`src/rtl/hazard_ctrl_pkg.sv`:
```
// Shared definitions for the pipeline hazard controller: FSM state encoding,
// forward-select codes and the operand-forwarding decision helper.
package hazard_ctrl_pkg;

  typedef enum logic [1:0] {
    ST_RUN      = 2'd0,
    ST_MEM_WAIT = 2'd1,
    ST_HALT     = 2'd2
  } state_t;

  localparam logic [1:0] FWD_NONE = 2'b00;
  localparam logic [1:0] FWD_WB   = 2'b01;
  localparam logic [1:0] FWD_MEM  = 2'b10;

  // The younger result (EX/MEM) wins over the older one (MEM/WB); x0 is never forwarded.
  function automatic logic [1:0] fwd_select(
    input logic [4:0] src,
    input logic [4:0] mem_rd,
    input logic       mem_reg_write,
    input logic [4:0] wb_rd,
    input logic       wb_reg_write
  );
    logic [1:0] sel;
    if (mem_reg_write && (mem_rd != 5'd0) && (mem_rd == src)) begin
      sel = FWD_MEM;
    end else if (wb_reg_write && (wb_rd != 5'd0) && (wb_rd == src)) begin
      sel = FWD_WB;
    end else begin
      sel = FWD_NONE;
    end
    return sel;
  endfunction

endpackage

```
`src/rtl/hazard_ctrl_forward_unit.sv`:
```
// Combinational operand-forwarding selector for one ALU source operand.
module forward_unit
  import hazard_ctrl_pkg::*;
(
  input  logic [4:0] ex_rs,
  input  logic [4:0] mem_rd,
  input  logic       mem_reg_write,
  input  logic [4:0] wb_rd,
  input  logic       wb_reg_write,
  output logic [1:0] forward
);

  assign forward = fwd_select(ex_rs, mem_rd, mem_reg_write, wb_rd, wb_reg_write);

endmodule

```
`src/rtl/hazard_ctrl.sv`:
```
// Pipeline hazard controller: memory-wait FSM with timeout halt, branch flush,
// load-use bubble insertion, operand forwarding and stall/flush perf counters.
module hazard_ctrl
  import hazard_ctrl_pkg::*;
#(
  parameter int MEM_TIMEOUT = 16
) (
  input  logic        clock,
  input  logic        reset,
  input  logic [4:0]  id_rs1,
  input  logic [4:0]  id_rs2,
  input  logic [4:0]  ex_rd,
  input  logic        ex_mem_read,
  input  logic        ex_reg_write,
  input  logic [4:0]  ex_rs1,
  input  logic [4:0]  ex_rs2,
  input  logic [4:0]  mem_rd,
  input  logic        mem_reg_write,
  input  logic        mem_branch_taken,
  input  logic [4:0]  wb_rd,
  input  logic        wb_reg_write,
  input  logic        dmem_req,
  input  logic        dmem_ready,
  output logic        pc_en,
  output logic        ifid_en,
  output logic        idex_en,
  output logic        exmem_en,
  output logic        memwb_en,
  output logic        ifid_flush,
  output logic        idex_flush,
  output logic        exmem_flush,
  output logic [1:0]  forward_a,
  output logic [1:0]  forward_b,
  output logic        halted,
  output logic [15:0] stall_count,
  output logic [15:0] flush_count
);

  localparam int WAIT_W = (MEM_TIMEOUT > 2) ? $clog2(MEM_TIMEOUT) : 1;
  localparam logic [WAIT_W-1:0] WAIT_LAST = WAIT_W'(MEM_TIMEOUT - 1);

  state_t            state;
  logic [WAIT_W-1:0] wait_cnt;
  logic              freeze;
  logic              load_use;
  logic              stall_evt;
  logic              flush_evt;
  logic [1:0]        fwd_a_raw;
  logic [1:0]        fwd_b_raw;
  logic              unused_inputs;

  // A load's destination register is always written, so ex_reg_write adds nothing here.
  assign unused_inputs = ex_reg_write;

  assign freeze   = dmem_req && !dmem_ready && ((state == ST_RUN) || (state == ST_MEM_WAIT));
  assign load_use = ex_mem_read && (ex_rd != 5'd0) && ((ex_rd == id_rs1) || (ex_rd == id_rs2));

  forward_unit u_fwd_a (
    .ex_rs         (ex_rs1),
    .mem_rd        (mem_rd),
    .mem_reg_write (mem_reg_write),
    .wb_rd         (wb_rd),
    .wb_reg_write  (wb_reg_write),
    .forward       (fwd_a_raw)
  );

  forward_unit u_fwd_b (
    .ex_rs         (ex_rs2),
    .mem_rd        (mem_rd),
    .mem_reg_write (mem_reg_write),
    .wb_rd         (wb_rd),
    .wb_reg_write  (wb_reg_write),
    .forward       (fwd_b_raw)
  );

  assign forward_a = reset ? FWD_NONE : fwd_a_raw;
  assign forward_b = reset ? FWD_NONE : fwd_b_raw;

  // Same-cycle enable/flush priority: HALT > freeze > branch flush > load-use > normal.
  // A branch seen during a freeze stays on the frozen EX/MEM inputs, so its flush
  // lands naturally in the first cycle the memory reports ready.
  always_comb begin
    pc_en       = 1'b1;
    ifid_en     = 1'b1;
    idex_en     = 1'b1;
    exmem_en    = 1'b1;
    memwb_en    = 1'b1;
    ifid_flush  = 1'b0;
    idex_flush  = 1'b0;
    exmem_flush = 1'b0;
    stall_evt   = 1'b0;
    flush_evt   = 1'b0;
    if (reset) begin
      stall_evt = 1'b0;
    end else begin
      case (state)
        ST_HALT: begin
          {pc_en, ifid_en, idex_en, exmem_en, memwb_en} = 5'b00000;
        end
        ST_RUN, ST_MEM_WAIT: begin
          if (freeze) begin
            {pc_en, ifid_en, idex_en, exmem_en, memwb_en} = 5'b00000;
            stall_evt = 1'b1;
          end else if (mem_branch_taken) begin
            {ifid_flush, idex_flush, exmem_flush} = 3'b111;
            flush_evt = 1'b1;
          end else if (load_use) begin
            pc_en      = 1'b0;
            ifid_en    = 1'b0;
            idex_flush = 1'b1;
            stall_evt  = 1'b1;
          end else begin
            flush_evt = 1'b0;
          end
        end
        default: begin
          {pc_en, ifid_en, idex_en, exmem_en, memwb_en} = 5'b00000;
        end
      endcase
    end
  end

  // Memory-wait FSM, timeout counter, halt flag and saturating perf counters.
  always_ff @(posedge clock) begin
    if (reset) begin
      state       <= ST_RUN;
      wait_cnt    <= '0;
      halted      <= 1'b0;
      stall_count <= 16'd0;
      flush_count <= 16'd0;
    end else begin
      case (state)
        ST_RUN: begin
          if (freeze) begin
            state    <= ST_MEM_WAIT;
            wait_cnt <= '0;
          end
        end
        ST_MEM_WAIT: begin
          if (dmem_ready) begin
            state <= ST_RUN;
          end else if (wait_cnt == WAIT_LAST) begin
            state  <= ST_HALT;
            halted <= 1'b1;
          end else begin
            wait_cnt <= wait_cnt + {{(WAIT_W-1){1'b0}}, 1'b1};
          end
        end
        ST_HALT: begin
          halted <= 1'b1;
        end
        default: begin
          state  <= ST_HALT;
          halted <= 1'b1;
        end
      endcase
      if (stall_evt && (stall_count != 16'hFFFF)) begin
        stall_count <= stall_count + 16'd1;
      end
      if (flush_evt && (flush_count != 16'hFFFF)) begin
        flush_count <= flush_count + 16'd1;
      end
    end
  end

endmodule

```
`config.mk`:
```
export PLATFORM = sky130hd
export DESIGN_NAME = hazard_ctrl
export DESIGN_NICKNAME = d
export VERILOG_FILES = /design/src/rtl/hazard_ctrl_pkg.sv /design/src/rtl/hazard_ctrl_forward_unit.sv /design/src/rtl/hazard_ctrl.sv
export SDC_FILE = /design/constraint.sdc
export NUM_CORES = 1
export LEC_CHECK = 0
export BUFFER_PORTS_ARGS = -buffer_cell sky130_fd_sc_hd__buf_4
export CAP_MARGIN = 20
export CORE_MARGIN = 4
export CORE_UTILIZATION = 35
export CTS_CLUSTER_SIZE = 25
export DETAILED_ROUTE_END_ITERATION = 7
export REMOVE_ABC_BUFFERS = 1
export SKIP_CTS_REPAIR_TIMING = 1
export SLEW_MARGIN = 20
export SYNTH_ARGS = -nofsm -noshare
export SYNTH_HDL_FRONTEND = slang
export SYNTH_SLANG_ARGS = --single-unit
export TNS_END_PERCENT = 5
```
`constraint.sdc`:
```
create_clock -name clock -period 2 [get_ports clock]
set_input_delay 0.4 -clock clock [delete_from_list [all_inputs] [get_ports clock]]
set_output_delay 0.4 -clock clock [all_outputs]
set_load 0.01 [all_outputs]
```
==> run metrics, run 1 <==
final setup fails 6; number of synthesized flops with an enable pin 0; drt wl/cell 12.2 um; htree depth 2; hold_ws 0.466 ns; initial antenna violation count 0; ys flop type dfxtp_1; R2R Path End wait_cnt[0]; Root Driver clkbuf_8; synth top area cells dfxtp_1 (33%), xor2_1 (14%), nor2_1 (6.4%); Core Rows 29; RSZ-0062 raised after global routing true; nets@finish 430; Synth Area in Compound Gates 7.20%; Simple-Gate Fraction of Synth Area 31.5%; ys async rst share 0%; share of cells above drive strength 1 36.7%; outcome finished with violations; Setup crit start kind input pin; post-synthesis cell type count 47; worst slew pin tran 0.393 ns; Hold Vio Cnt, Final 0; DIE HEIGHT around 90 um; vias in the first global route approximately 2,100; Tcrit/Tclk final 103%; Initial Util 36.5%; gpl congestion 0.791; worst-skew pair later-pin latency 0.28 ns; reg2reg start wait_cnt[0]; hold endpoint halted; crit path time final 2.06 ns; Initial DRT Pass Iterations 4; Vias per Instance between 4 and 5; total placed cells including tap cells ~450; vias 2,257; R2R depth 5; Critical Path RT 1.60 ns; combinational family with the most area after synthesis simple AND/OR/NAND/NOR gates; worst min-delay path class flip-flop to flip-flop; Arr. time, crit path 1.66 ns; Mapped Avg Cell Area about 8.5 um^2; HPWL after DPL approximately 4.5 mm; Util after Layout 52.8%; Total GRT Usage 13.6%; synthesized flop and latch total 39; violated checks setup timing; Port Buffers between 80 and 90; Synth top area share 33.3%; FMAX 486 MHz; global-route wire length before repair roughly 9.4 mm; die area 0.00808 mm^2; DRC 0; final WL 5.62 mm; Finished Layout Cells 461; adder-cell share of the synthesized area ~1.6%; CTS Buf Count 5; worst vdd ir approximately 220 uV; Core Area 0.00642 mm^2; max-slew violation count 0; ANT cells 0; power density cells 472 mW/mm^2; pre-CTS setup slack -0.170 ns; initial drt markers 53; Max-Cap Viols 0; GR Overflow Total 0; CTS Sinks 39; Clock Skews 0.00609 ns; CTS tree built; Synth Instances 276; Pleak 1.44 nW; min setup slack post-route -0.0571 ns; slew margin rel. roughly three quarters; hold depth 2; post-synthesis mux area share about 1.7%; Die W 89.9 um; ANT nets after route 0; Critical Path End Type output port; io pins slightly below 90; CP Max Fanout 3; Max Root-Sink Buffers 2; Post-Synth XOR/XNOR Area between 20% and 30%; Cell Area, Synth around 0.0023 mm^2; largest net degree at the start of global routing 44; post-synth top area cell dfxtp_1; hold path startpoint halted; synth-to-layout area growth 44.3%; clock slew at reported path FFs 0.07 ns; sequential share of the synthesized area 33.3%; Ys Warns 0; critical path type input pin to output port; Register-to-Register Setup Slack 0 ns
[layout make-up]
| cell class | count | area (um^2) |
|---|---|---|
| Fill cell | 622 | 3030 |
| Multi-Input combinational cell | 222 | 1530 |
| Timing Repair Buffer | 112 | 892 |
| Sequential cell | 39 | 781 |
| Tap cell | 77 | 96.3 |
| Clock buffer | 7 | 76.3 |
| Inverter | 3 | 11.3 |
| Clock inverter | 1 | 5.00 |
[metal layers]
metal	part of all wire [%]	track usage (%)
met1	43	16.1
met2	45	22.2
met3	10	6.26
met4	1.2	3.70
met5	0	0
[cells in the final DEF, fill, tap and decap left out, drive strengths merged, types with 2 or more instances in the layout]
cell and instances:
and4 3, a21o 2, nor3 13, buf 112
nor4 2, or2 2, or4 4, or3 4
nor2b 3, nand4 10, nand2 17, xnor2 17
ha 3, nor3b 2, o31ai 2, nand3 21
a21oi 9, clkbuf 7, nor2 41, and3 8
o21ai 6, inv 3, dfxtp 39, nand2b 2
xor2 37, mux2i 4, and2 2
[worst max path at each step]
stage | to | startpoint | cells after the start
finish | pc_en | ex_rd[3] | 6
global route | ifid_en | ex_rd[3] | 6
CTS | forward_b[0] | mem_rd[0] | 7
detailed placement | forward_b[0] | mem_rd[0] | 7
global placement | pc_en | ex_rd[3] | 7
floorplan | forward_b[0] | mem_rd[0] | 4
[synthesized netlist by cell type, types with 3 or more instances]
cell	count
ha_1	3
nor2_1	40
nand3_1	21
a21oi_1	9
buf_4	4
and3_1	7
o21ai_0	5
nor3_1	11
mux2i_1	4
clkbuf_1	3
dfxtp_1	39
and4_1	3
nor2b_1	3
xnor2_1	17
nand2_1	16
nand4_1	10
xor2_1	37
inv_1	3
or4_1	4
[report_power, final]
part           internal, mW  total, mW  switching, mW
sequential            0.781      0.787        0.00562
clock                 0.245      0.504          0.259
combinational         0.168      0.309          0.140
[state kept, by name (all words and copies together) (netlist names)]
signal,cells
stall_count,16
state,2
wait_cnt,4
halted,1
flush_count,16
[worst max-delay path, cell delays in order]
cell	delay [ns]
buf_8	0.10
or4_4	0.54
o21ai_4	0.21
or3_4	0.15
a21o_1	0.15
buf_6	0.11
[per-stage QoR]
step           cell area [um^2]  total power, mW  setup TNS [ns]
6_report                   3390             1.60          -0.211
5_1_grt                    3390             1.68          -0.594
4_1_cts                    3280             1.60          -0.760
3_5_place_dp               3200             1.10           -1.19
3_3_place_gp               3200             1.09           -1.19
2_1_floorplan              2250            0.923         -0.0431
[logic make-up (layout without fill, tap and decap cells)]
family / Yosys count / in the layout
AND/OR/NAND/NOR: 137 / 137
XOR/XNOR: 54 / 54
flip-flops: 39 / 39
AO/OA/AOI/OAI: 24 / 24
buffers and inverters: 15 / 123
multiplexers: 4 / 4
adder cells (fa/ha/maj): 3 / 3
(Power assumes the default switching activity.)
==> inputs of run 2 (changes only) <==
==> constraint.sdc (replaced) <==
create_clock -name clock -period 2.1 [get_ports clock]
set_input_delay 0.42 -clock clock [delete_from_list [all_inputs] [get_ports clock]]
set_output_delay 0.42 -clock clock [all_outputs]
set_load 0.01 [all_outputs]
==> run metrics, run 2 (synthesis gave the netlist of run 1 again) <==
Fin Setup TNS -0.0421 ns (was -0.211 ns); ANT nets after route 0 (unchanged); Critical Path RT 1.68 ns (was 1.60 ns); CTS Buf Count 5 (unchanged); Total GRT Usage 13.7% (was 13.6%); vias 2,218 (was 2,257); Root Driver clkbuf_8 (unchanged); Die W 89.9 um (unchanged); Tcrit/Tclk final 101%; Critical Path End Type output port (unchanged); drt wl/cell 12.6 um (was 12.2 um); RSZ-0062 raised after global routing true (unchanged); worst-skew pair later-pin latency 0.28 ns (about the same); Initial Util 36.5% (unchanged); Pleak 1.39 nW (was 1.44 nW); ANT cells 0 (unchanged); gpl congestion 0.782 (was 0.791); Layout Cell Area excl Fill 0.00332 mm^2 (was 0.00339 mm^2); reg2reg start wait_cnt[1] (was wait_cnt[0]); hold depth 2 (unchanged); GR Overflow Total 0 (unchanged); Hold Vio Cnt, Final 0 (unchanged); Filler Cell Count 642 (was 622); largest net degree at the start of global routing 26 (was 44); R2R depth 5 (unchanged); Initial DRT Pass Iterations 4 (unchanged); most frequent cells in the layout buf_4 (100), nor2_1 (39), dfxtp_1 (39) (was buf_4 (104), nor2_1 (40), dfxtp_1 (39)); worst vdd ir 238 uV (was 224 uV); DP Area 0.00316 mm^2 (was 0.00320 mm^2); worst min-delay path class flip-flop to flip-flop (unchanged); Vias per Instance 4.86 (was 4.90); synth-to-layout area growth 41.6% (was 44.3%); DIE HEIGHT 89.9 um (unchanged); slew margin rel. 74.2% (was 73.5%); nets@finish 425 (was 430); Register-to-Register Setup Slack 0.14 ns (was 0 ns); clock slew at reported path FFs 0.07 ns (about the same); Max-Cap Viols 0 (unchanged); htree depth 2 (unchanged); Clock Skews 0.00611 ns (was 0.00609 ns); FMAX 471 MHz; CTS tree built (unchanged); Port Buffers 87 (unchanged); top flop regs flush_count (16), stall_count (16), wait_cnt (4) (unchanged); R2R Path End wait_cnt[0] (unchanged); commonest non-fill, non-tap cell in the layout buf_4 (unchanged); DRC 0 (unchanged); Core Rows 29 (unchanged); violated checks setup timing (unchanged); global-route wire length before repair 9.46 mm (was 9.42 mm); io pins 89 (unchanged); pre-CTS setup slack -0.118 ns (was -0.170 ns); Max Root-Sink Buffers 2 (unchanged); outcome finished with violations (unchanged); Arr. time, crit path 1.70 ns (was 1.66 ns); hold endpoint halted (unchanged); initial antenna violation count 0 (unchanged); hold path startpoint halted (unchanged); power density cells 456 mW/mm^2 (was 472 mW/mm^2); max-slew violation count 0 (unchanged); final WL 5.75 mm (was 5.62 mm); final setup fails 2 (was 6); critical path type input pin to output port (unchanged); worst slew pin tran 0.383 ns (was 0.393 ns); vias in the first global route 2,036 (was 2,105); CP Max Fanout 3 (unchanged); crit path time final between 2 and 2.5 ns; HPWL after DPL 4.62 mm (was 4.50 mm); register area 781 um^2 (unchanged); die area 0.00808 mm^2 (unchanged); min setup slack post-route -0.0214 ns (was -0.0571 ns); Core Area 0.00642 mm^2 (unchanged); share of cells above drive strength 1 35.9% (was 36.7%); CTS Sinks 39 (unchanged); Multi-input gate area 0.00152 mm^2 (was 0.00153 mm^2); Setup crit start kind input pin (unchanged); initial drt markers 44 (was 53)
## run 2: power by group
| part | total (mW) | internal, mW | switching [mW] | leakage [nW] |
|---|---|---|---|---|
| clock network | 0.482 | 0.233 | 0.248 | 0.0422 |
| logic | 0.281 | 0.153 | 0.129 | 1.04 |
| registers | 0.752 | 0.744 | 0.00769 | 0.315 |
| total | 1.51 | 1.13 | 0.385 | 1.39 |
## run 2: how the worst max path moves through the flow
stage	from	to	cells past startpoint
after floorplan	mem_rd[0]	forward_b[0]	4
final	ex_rd[2]	pc_en	6
after detailed placement	ex_rd[3]	pc_en	7
after CTS	ex_rd[3]	pc_en	7
after global routing	id_rs2[4]	pc_en	7
after global placement	ex_rd[3]	pc_en	7
## run 2: worst max-delay path, stage by stage
cell	delay, ns
buf_4	0.12
or4_4	0.53
o21ai_4	0.22
or3_4	0.15
a21o_1	0.15
buf_6	0.11
## run 2: layout make-up
class | count | area share (%)
timing repair buffer | 107 | 25.2
multi-input combinational | 222 | 45.6
tap | 77 | 2.90
clock buffer | 7 | 2.30
clock inverter | 1 | 0.151
sequential | 39 | 23.5
inverter | 3 | 0.339
## run 2: routing by layer
metal / GRT usage, % / share of wire, %
met5: 0 / 0
met4: 2.68 / 0.70
met3: 4.92 / 9.0
met2: 22.6 / 47
met1: 17.3 / 44
## run 2: through the flow
stage	cells	util, %	hold WS [ns]	power, mW
floorplan	264	-	0.443	0.879
global placement	447	49.1	0.456	1.04
detailed placement	447	49.1	0.456	1.04
CTS	455	50.4	0.467	1.53
global route	456	51.8	0.501	1.60
finish	456	51.8	0.469	1.51
==> inputs of run 3 (changes only) <==
--- a/config.mk
+++ b/config.mk
@@ -11,6 +11,7 @@
 export CORE_UTILIZATION = 35
 export CTS_CLUSTER_SIZE = 25
 export DETAILED_ROUTE_END_ITERATION = 7
+export MAX_ROUTING_LAYER = met4
 export REMOVE_ABC_BUFFERS = 1
 export SKIP_CTS_REPAIR_TIMING = 1
 export SLEW_MARGIN = 20
==> constraint.sdc (replaced) <==
create_clock -name clock -period 1.9 [get_ports clock]
set_input_delay 0.38 -clock clock [delete_from_list [all_inputs] [get_ports clock]]
set_output_delay 0.38 -clock clock [all_outputs]
set_load 0.01 [all_outputs]
==> run metrics, run 3 (synthesis gave the netlist of run 1 again) <==
outcome finished with violations (unchanged); violated checks setup timing (unchanged); switching portion of total power 24.8% (was 25.4%); HPWL after DPL 4.68 mm (was 4.62 mm); critical path type input pin to output port (unchanged); RSZ-0062 raised after global routing true (unchanged); worst vdd ir 288 uV (was 238 uV); total placed cells including tap cells 465 (was 447); R2R depth 5 (unchanged); DP Area 0.00330 mm^2 (was 0.00316 mm^2); pre-CTS setup slack -0.237 ns (was -0.118 ns); critical path's slowest cell or4_4 (unchanged); DRC 0 (unchanged); Hold Vio Cnt, Final 0 (unchanged); crit path time final 2.04 ns; CTS Buf Count 5 (unchanged); commonest non-fill, non-tap cell in the layout buf_4 (unchanged); share of cells above drive strength 1 40.7% (was 35.9%); ANT cells 0 (unchanged); Pleak 1.51 nW (was 1.39 nW); Root Driver clkbuf_8 (unchanged); nets@finish 445 (was 425); CP cell instances buf_4 -> or4_4 -> o21ai_4 -> or3_4 -> a21o_1 -> buf_6 (unchanged); global-route wire length before repair 10.0 mm (was 9.46 mm); Die W 89.9 um (unchanged); slew margin rel. 73.2% (was 74.2%); final WL 5.98 mm (was 5.75 mm); vias in the first global route 2,271 (was 2,036); io pins 89 (unchanged); Core Rows 29 (unchanged); FMAX 491 MHz; top flop regs flush_count (16), stall_count (16), wait_cnt (4) (unchanged); reg2reg start wait_cnt[0] (was wait_cnt[1]); Filler Cell Count 609 (was 642); hold_ws 0.464 ns (was 0.469 ns); ANT nets after route 0 (unchanged); max-slew violation count 0 (unchanged); synth-to-layout area growth 49.5% (was 41.6%); Core Area 0.00642 mm^2 (unchanged); clock network fraction of total power 32.3% (was 31.8%); Comb power frac 19.6% (was 18.6%); worst slew pin tran 0.401 ns (was 0.383 ns); Tcrit/Tclk final 107%; Tot Pwr 1.72 mW (was 1.51 mW); power density cells 490 mW/mm^2 (was 456 mW/mm^2); Setup crit start kind input pin (unchanged); crit-path max cell delay 0.55 ns (was 0.53 ns); Crit. path cell count 6 (unchanged); Layout Cell Area excl Fill 0.00351 mm^2 (was 0.00332 mm^2); Initial Util 36.5% (unchanged); Critical Path End Type output port (unchanged); Vias per Instance 4.90 (was 4.86); largest net degree at the start of global routing 44 (was 26); Clock Skews 0.00542 ns (was 0.00611 ns); worst min-delay path class flip-flop to flip-flop (unchanged); Flop pwr share 48.1% (was 49.6%); P_sw 0.427 mW (was 0.385 mW); Port Buffers 87 (unchanged); CTS tree built (unchanged); htree depth 2 (unchanged); Total GRT Usage 14.9% (was 13.7%); R2R Path End wait_cnt[0] (unchanged); Initial DRT Pass Iterations 4 (unchanged); Max-Cap Viols 0 (unchanged); vias 2,327 (was 2,218); min setup slack post-route -0.137 ns (was -0.0214 ns); Critical Path RT 1.52 ns (was 1.68 ns); initial antenna violation count 0 (unchanged); Power Internal 1.29 mW (was 1.13 mW); most frequent cells in the layout buf_4 (119), nor2_1 (40), dfxtp_1 (37) (was buf_4 (100), nor2_1 (39), dfxtp_1 (39)); Critical path buffers and inverters 2 (unchanged); final setup fails 8 (was 2); drt wl/cell 12.6 um (about the same); worst-skew pair later-pin latency 0.28 ns (about the same); Max Root-Sink Buffers 2 (unchanged); hold depth 2 (unchanged); hold path startpoint halted (unchanged); GR Overflow Total 0 (unchanged); gpl congestion 0.818 (was 0.782); DIE HEIGHT 89.9 um (unchanged); Largest delay share family, worst path simple AND/OR/NAND/NOR gates (unchanged); clock slew at reported path FFs 0.07 ns (about the same); CTS Sinks 39 (unchanged); Arr. time, crit path 1.66 ns (was 1.70 ns); Register-to-Register Setup Slack -0.05 ns (was 0.14 ns); initial drt markers 50 (was 44); CP Max Fanout 3 (unchanged); Finished Layout Cells 475 (was 456); hold endpoint halted (unchanged); die area 0.00808 mm^2 (unchanged)
==> run 3: cell count changes in the layout (fill, tap and decap cells not counted), sizes merged <==
cell    previous run  this run
clkbuf             7         6
buf              107       127
==> run 3: per-stage QoR <==
step / TNS (ns) / utilization [%]
floorplan: -0.368 / -
global placement: -2.50 / 51.4
detailed placement: -2.87 / 51.4
CTS: -1.08 / 52.8
global route: -1.51 / 54.6
finish: -0.812 / 54.6
==> run 3: power by group through the flow <==
stage / clock network (mW) / logic [mW] / registers, mW
after floorplan: 0 / 0.121 / 0.850
after CTS: 0.585 / 0.317 / 0.826
final: 0.555 / 0.338 / 0.827
after global routing: 0.621 / 0.368 / 0.827
after detailed placement: 0 / 0.316 / 0.846
after global placement: 0 / 0.313 / 0.845
==> run 3: how the worst max path moves through the flow <==
| stage | startpoint | to |
|---|---|---|
| after floorplan | ex_rd[3] | stall_count[15] |
| after global placement | ex_rd[3] | pc_en |
| after detailed placement | ex_rd[3] | ifid_en |
| after CTS | ex_rd[3] | ifid_en |
| after global routing | id_rs2[4] | ifid_en |
| final | ex_rd[1] | ifid_en |
==> run 3: cell type report <==
| cell class | count | area (um^2) | area share (%) |
|---|---|---|---|
| multi-input combinational | 222 | 1530 | 43.6 |
| timing repair buffer | 127 | 1000 | 28.5 |
| sequential | 39 | 783 | 22.3 |
| tap | 77 | 96.3 | 2.75 |
| clock buffer | 6 | 82.6 | 2.35 |
| inverter | 3 | 11.3 | 0.321 |
| clock inverter | 1 | 5.00 | 0.143 |
==> run 3: per-layer routing <==
layer | part of all wire, % | vias to the layer above | global-route usage (%)
met5 | 0 | - | -
met4 | 1.2 | 0 | 4.46
met3 | 7.5 | 8 | 4.59
met2 | 46 | 81 | 24.6
met1 | 45 | 1043 | 17.6
li1 | - | 1195 | -
==> run 3: tightest hold or removal path, delay by kind of cell (launching register included) <==
family / cells / cell delay, ns
buffers and inverters: 1 / 0.05
DFF: 1 / 0.32
AOI/OAI and AO/OA: 1 / 0.05
